[src/rtl/pipeline_step_ctrl.sv]
// Execution controller for the MIPS core: generates the PC, IF/ID and
// back-pipeline enables for continuous run, single step, pause and
// halt-with-drain, and counts executed (pipe-enabled) cycles.
//
// state     | meaning
// ----------+-------------------------------------------------------------
// ST_IDLE   | paused, all enables low, waiting for run/step
// ST_RUN    | free running until stop or a decoded HALT
// ST_STEP   | one active cycle, then back to IDLE (or DRAIN on HALT)
// ST_DRAIN  | front end frozen, back pipeline runs DRAIN_CYCLES cycles
// ST_HALTED | sticky stop after drain, only reset leaves it
module pipeline_step_ctrl #(
  parameter int NB_CNT       = 32,
  parameter int DRAIN_CYCLES = 4,
  parameter int NB_DRAIN     = 3
) (
  input  logic              i_clk,
  input  logic              i_reset,
  input  logic              i_run,
  input  logic              i_step,
  input  logic              i_stop,
  input  logic              i_halt_instr,
  input  logic              i_hazard_stall,
  output logic              o_pc_enable,
  output logic              o_if_id_enable,
  output logic              o_pipe_enable,
  output logic              o_running,
  output logic              o_halted,
  output logic [NB_CNT-1:0] o_cycle_count
);

  localparam logic [2:0] ST_IDLE   = 3'd0;
  localparam logic [2:0] ST_RUN    = 3'd1;
  localparam logic [2:0] ST_STEP   = 3'd2;
  localparam logic [2:0] ST_DRAIN  = 3'd3;
  localparam logic [2:0] ST_HALTED = 3'd4;

  localparam logic [NB_DRAIN-1:0] DRAIN_LOAD = NB_DRAIN'(DRAIN_CYCLES);
  localparam logic [NB_DRAIN-1:0] DRAIN_LAST = NB_DRAIN'(1);
  localparam logic [NB_CNT-1:0]   CNT_MAX    = {NB_CNT{1'b1}};

  logic [2:0]          state_q, state_d;
  logic [NB_DRAIN-1:0] drain_q, drain_d;
  logic [NB_CNT-1:0]   cnt_q, cnt_d;
  logic                active;
  logic                front_en;

  // Output decode from registered state; the stall only freezes the front end.
  always_comb begin
    active         = (state_q == ST_RUN) || (state_q == ST_STEP) || (state_q == ST_DRAIN);
    front_en       = ((state_q == ST_RUN) || (state_q == ST_STEP)) && !i_hazard_stall;
    o_pipe_enable  = active;
    o_pc_enable    = front_en;
    o_if_id_enable = front_en;
    o_running      = (state_q == ST_RUN);
    o_halted       = (state_q == ST_HALTED);
    o_cycle_count  = cnt_q;
  end

  // Next-state logic and drain down-counter; DRAIN ends when the count hits 1.
  always_comb begin
    state_d = state_q;
    drain_d = drain_q;
    case (state_q)
      ST_IDLE: begin
        if (i_run) begin
          state_d = ST_RUN;
        end else if (i_step) begin
          state_d = ST_STEP;
        end
      end
      ST_RUN: begin
        if (i_halt_instr) begin
          state_d = ST_DRAIN;
          drain_d = DRAIN_LOAD;
        end else if (i_stop) begin
          state_d = ST_IDLE;
        end
      end
      ST_STEP: begin
        if (i_halt_instr) begin
          state_d = ST_DRAIN;
          drain_d = DRAIN_LOAD;
        end else begin
          state_d = ST_IDLE;
        end
      end
      ST_DRAIN: begin
        drain_d = drain_q - DRAIN_LAST;
        if (drain_q == DRAIN_LAST) begin
          state_d = ST_HALTED;
        end
      end
      ST_HALTED: begin
        state_d = ST_HALTED;
      end
      default: begin
        state_d = ST_IDLE;
        drain_d = '0;
      end
    endcase
  end

  // Executed-cycle counter, saturating so a long run never reads back as small.
  always_comb begin
    cnt_d = cnt_q;
    if (active && (cnt_q != CNT_MAX)) begin
      cnt_d = cnt_q + NB_CNT'(1);
    end
  end

  // State, drain counter and cycle counter registers with synchronous reset.
  always_ff @(posedge i_clk) begin
    if (i_reset) begin
      state_q <= ST_IDLE;
      drain_q <= '0;
      cnt_q   <= '0;
    end else begin
      state_q <= state_d;
      drain_q <= drain_d;
      cnt_q   <= cnt_d;
    end
  end

endmodule

[config.mk]
export PLATFORM = sky130hd
export DESIGN_NAME = pipeline_step_ctrl
export DESIGN_NICKNAME = d
export VERILOG_FILES = /design/src/rtl/pipeline_step_ctrl.sv
export SDC_FILE = /design/constraint.sdc
export NUM_CORES = 1
export LEC_CHECK = 0
export ABC_CLOCK_PERIOD_IN_PS = 6530
export CORE_ASPECT_RATIO = 1.2
export CORE_MARGIN = 2
export CORE_UTILIZATION = 55
export CTS_BUF_LIST = sky130_fd_sc_hd__clkbuf_8 sky130_fd_sc_hd__clkbuf_16
export DETAILED_ROUTE_END_ITERATION = 10
export DONT_BUFFER_PORTS = 1
export GPL_TIMING_DRIVEN = 0
export PLACE_DENSITY = 0.7
export SYNTH_ARGS = -nofsm -noshare
export SYNTH_HDL_FRONTEND = slang
export SYNTH_SLANG_ARGS = --single-unit
[constraint.sdc]
create_clock -name i_clk -period 6.53 [get_ports i_clk]
set_input_delay 0.653 -clock i_clk [delete_from_list [all_inputs] [get_ports i_clk]]
set_output_delay 0.653 -clock i_clk [all_outputs]
set_load 0.02 [all_outputs]
==> impl_results.md <==
- DR WL/cell: between 15 and 20 um
- I/O pin total: 44
- Final Skew: around 0.0036 ns
- Top post-synthesis cells by area: dfxtp_1, a21oi_1, o21ai_0
- Area grow syn2layout: 6.539%
- Synthesized cell area: 1971 um^2
- Finish-stage setup viols: 0
- Largest net degree at the start of global routing: 11
- Starting Density: between 50% and 60%
- Req. time, crit path: 6.75 ns
- Antenna violations before repair: 0
- Worst-path clk slew: 0.07 ns
- Core ar.: about 3400 um^2
- Hold Violations, Final: 0
- Net Count, Synth: between 200 and 300
- Dpl cells: approximately 290
- Post-route design area: approximately 2100 um^2
- First-pass iteration count of the detailed router: 7
- Gr usage total: 21.92%
- CP Launch Type: flop
- Remaining Overflow, GRT: 0
- Pins Over Slew Limit: 0
- Peak supply drop: ~110 uV
- Synth top area share: approximately two fifths
- Non-filler cells in the finished layout: 292
- Number of remaining DRC errors: 3
- CP Max Fanout: 10
- Commonest cells after routing, fill and taps aside: dfxtp_1, a21oi_1, o21ai_0, nor2_1, or3_1
- Post-Route Setup TNS: 0 ns
- Max-cap viol count: 0
- Global-route wire length before repair: 7107 um
- DP HPWL: 3154 um
- Filler cells: approximately 320
- Most common cell after layout, fill and taps aside: dfxtp_1
- Post-DP Area: ~2000 um^2
- Min Hold Slack: a little under 0.5 ns
- Vias in the first global route: between 1500 and 2000
- Leak: around 0.00063 uW
- Post-synthesis cell count: 249
- Critical Path AT: slightly below 3 ns
- Final wirelength: 4434 um
- Least-Margin Pin Slew: approximately 1.1 ns
- Horiz. Die Dim: 58.64 um
- Count of input and output buffers: 0
- Post-synth EDFFs: 0
- CTS tree: built
- Synthesis Warnings: 0
- Share of cells above drive strength 1: 8.235%
- Failing checks: DRC
- Worst hold path class: reg -> reg
- Antenna cell count: 0
- F_max: around 370 MHz
- Final min period: about 2.7 ns
- CP delay by family, top: compound AO/OA/AOI/OAI gates
- Post-cts repair resize count: 0
- CTS Buf Count: 5
- CP Class: reg -> reg
- Final #Nets: 266
- Ys flop type: dfxtp_1
- CTS max path bufs: 2
- CP max-delay cell: o311ai_1
- Skew-Pair Late Insertion Delay: a little under 0.3 ns
- Yosys top cell by area: dfxtp_1
- Final Wtd Congestion: between 0.8 and 0.9
- Register area share after synthesis: just under 40%
- RSZ-0062 raised after global routing: no
- Avg Inst Size Synth: approximately 7.9 um^2
- Htree depth: 2
- Synth unique cells: 43
- CP max stage delay: 1.00 ns
- # rows: 23
- Crit. End Element: flop
- Clock sinks: 38
- Die area: 4080 um^2
- Ys async rst share: 0%
- Rel. slew slack: between 20% and 30%
- Fin crit share: approximately 41%
- DIE HEIGHT: roughly 70 um
- Status: finished, violations left
- Hold buffers post-CTS: 0
- DRT antenna net count: 0
- Vias: between 1500 and 2000
- Clock root buffer: clkbuf_8
- Power per cell area: about 230 nW/um^2
- Post-CTS Setup Bufs: 0
- CP Cell Sequence: and4_1 > nand4_1 > o311ai_1 > o21ai_0 > a21oi_1
- Power consumption: ~490 uW
- Vias/cell: roughly 6.3
- DR iter-0 viols: ~110
- Buf/Inv on CP: 0
- FF+latch count, synth: 38
[final cells by class]
class | count | area, um^2 | share of cell area (%)
multi-input combinational | 189 | 1119 | 53.28
tap | 37 | 46.29 | 2.205
clock buffer | 6 | 82.58 | 3.933
inverter | 11 | 41.29 | 1.967
sequential | 38 | 760.7 | 36.23
buffer | 11 | 50.05 | 2.384
[worst register-to-register path, cell delays in order, from the launching register on]
cell and delay [ns]:
dfxtp_1 0.55, and4_1 0.35, nand4_1 0.29, o311ai_1 1.00, o21ai_0 0.26, a21oi_1 0.17
[cell families (layout without fill, tap and decap cells)]
logic type               after synthesis  count (layout)  share of synthesized area (%)
AND/OR/NAND/NOR                      106             106                          30.41
AO/OA/AOI/OAI                         71              71                          20.32
flip-flops                            38              38                          38.60
buffers and inverters                 22              28                          4.635
XOR/XNOR                               7               7                          3.111
adder cells (fa/ha/maj)                3               3                          1.905
multiplexers                           2               2                          1.016
[path summary, 6_finish.rpt]
kind / slack, ns / to / cells past startpoint / from
min reg2reg: 0.49 / drain_q[1]$_SDFFE_PP0P_ / 2 / drain_q[1]$_SDFFE_PP0P_
min: 0.49 / drain_q[1]$_SDFFE_PP0P_ / 2 / drain_q[1]$_SDFFE_PP0P_
max: 3.86 / o_cycle_count[26]$_SDFFE_PP0P_ / 5 / o_cycle_count[16]$_SDFFE_PP0P_
max reg2reg: 3.86 / o_cycle_count[26]$_SDFFE_PP0P_ / 5 / o_cycle_count[16]$_SDFFE_PP0P_
[report_power, final]
group	switching, uW	leakage [uW]	internal [uW]
clock network	77.2	0.0000431	81.4
logic	49.1	0.000284	26.3
registers	14.0	0.000307	241
total	140	0.000634	349
[synth_stat cells (all sizes together) (6+ instances only)]
cell type	count
inv	11
o21ai	26
nor2	21
or3	21
o31ai	6
xor2	6
clkbuf	7
or4	7
nand2	14
nand3	9
dfxtp	38
nand4	12
a21oi	31
[sequential cells by signal, indices dropped and copies added, names as in the netlist]
signal and flops:
o_cycle_count 32, drain_q 3, state_q 3
[per-stage QoR]
| step | util, % | worst slack (ns) |
|---|---|---|
| after floorplan | - | 4.162 |
| after global placement | 59.40 | 3.881 |
| after detailed placement | 59.40 | 3.930 |
| after CTS | 61.83 | 3.819 |
| after global routing | 61.83 | 3.675 |
| final | 61.83 | 3.855 |
[metal layers]
metal | vias to the layer above | track usage (%) | routed length, um
met2 | 49 | 36.08 | 2148
li1 | 928 | - | -
met3 | 8 | 6.716 | 237
met4 | 0 | 6.818 | 73
met5 | - | 0 | 0
met1 | 866 | 27.00 | 1974
Power figures use the tool's default switching activity.
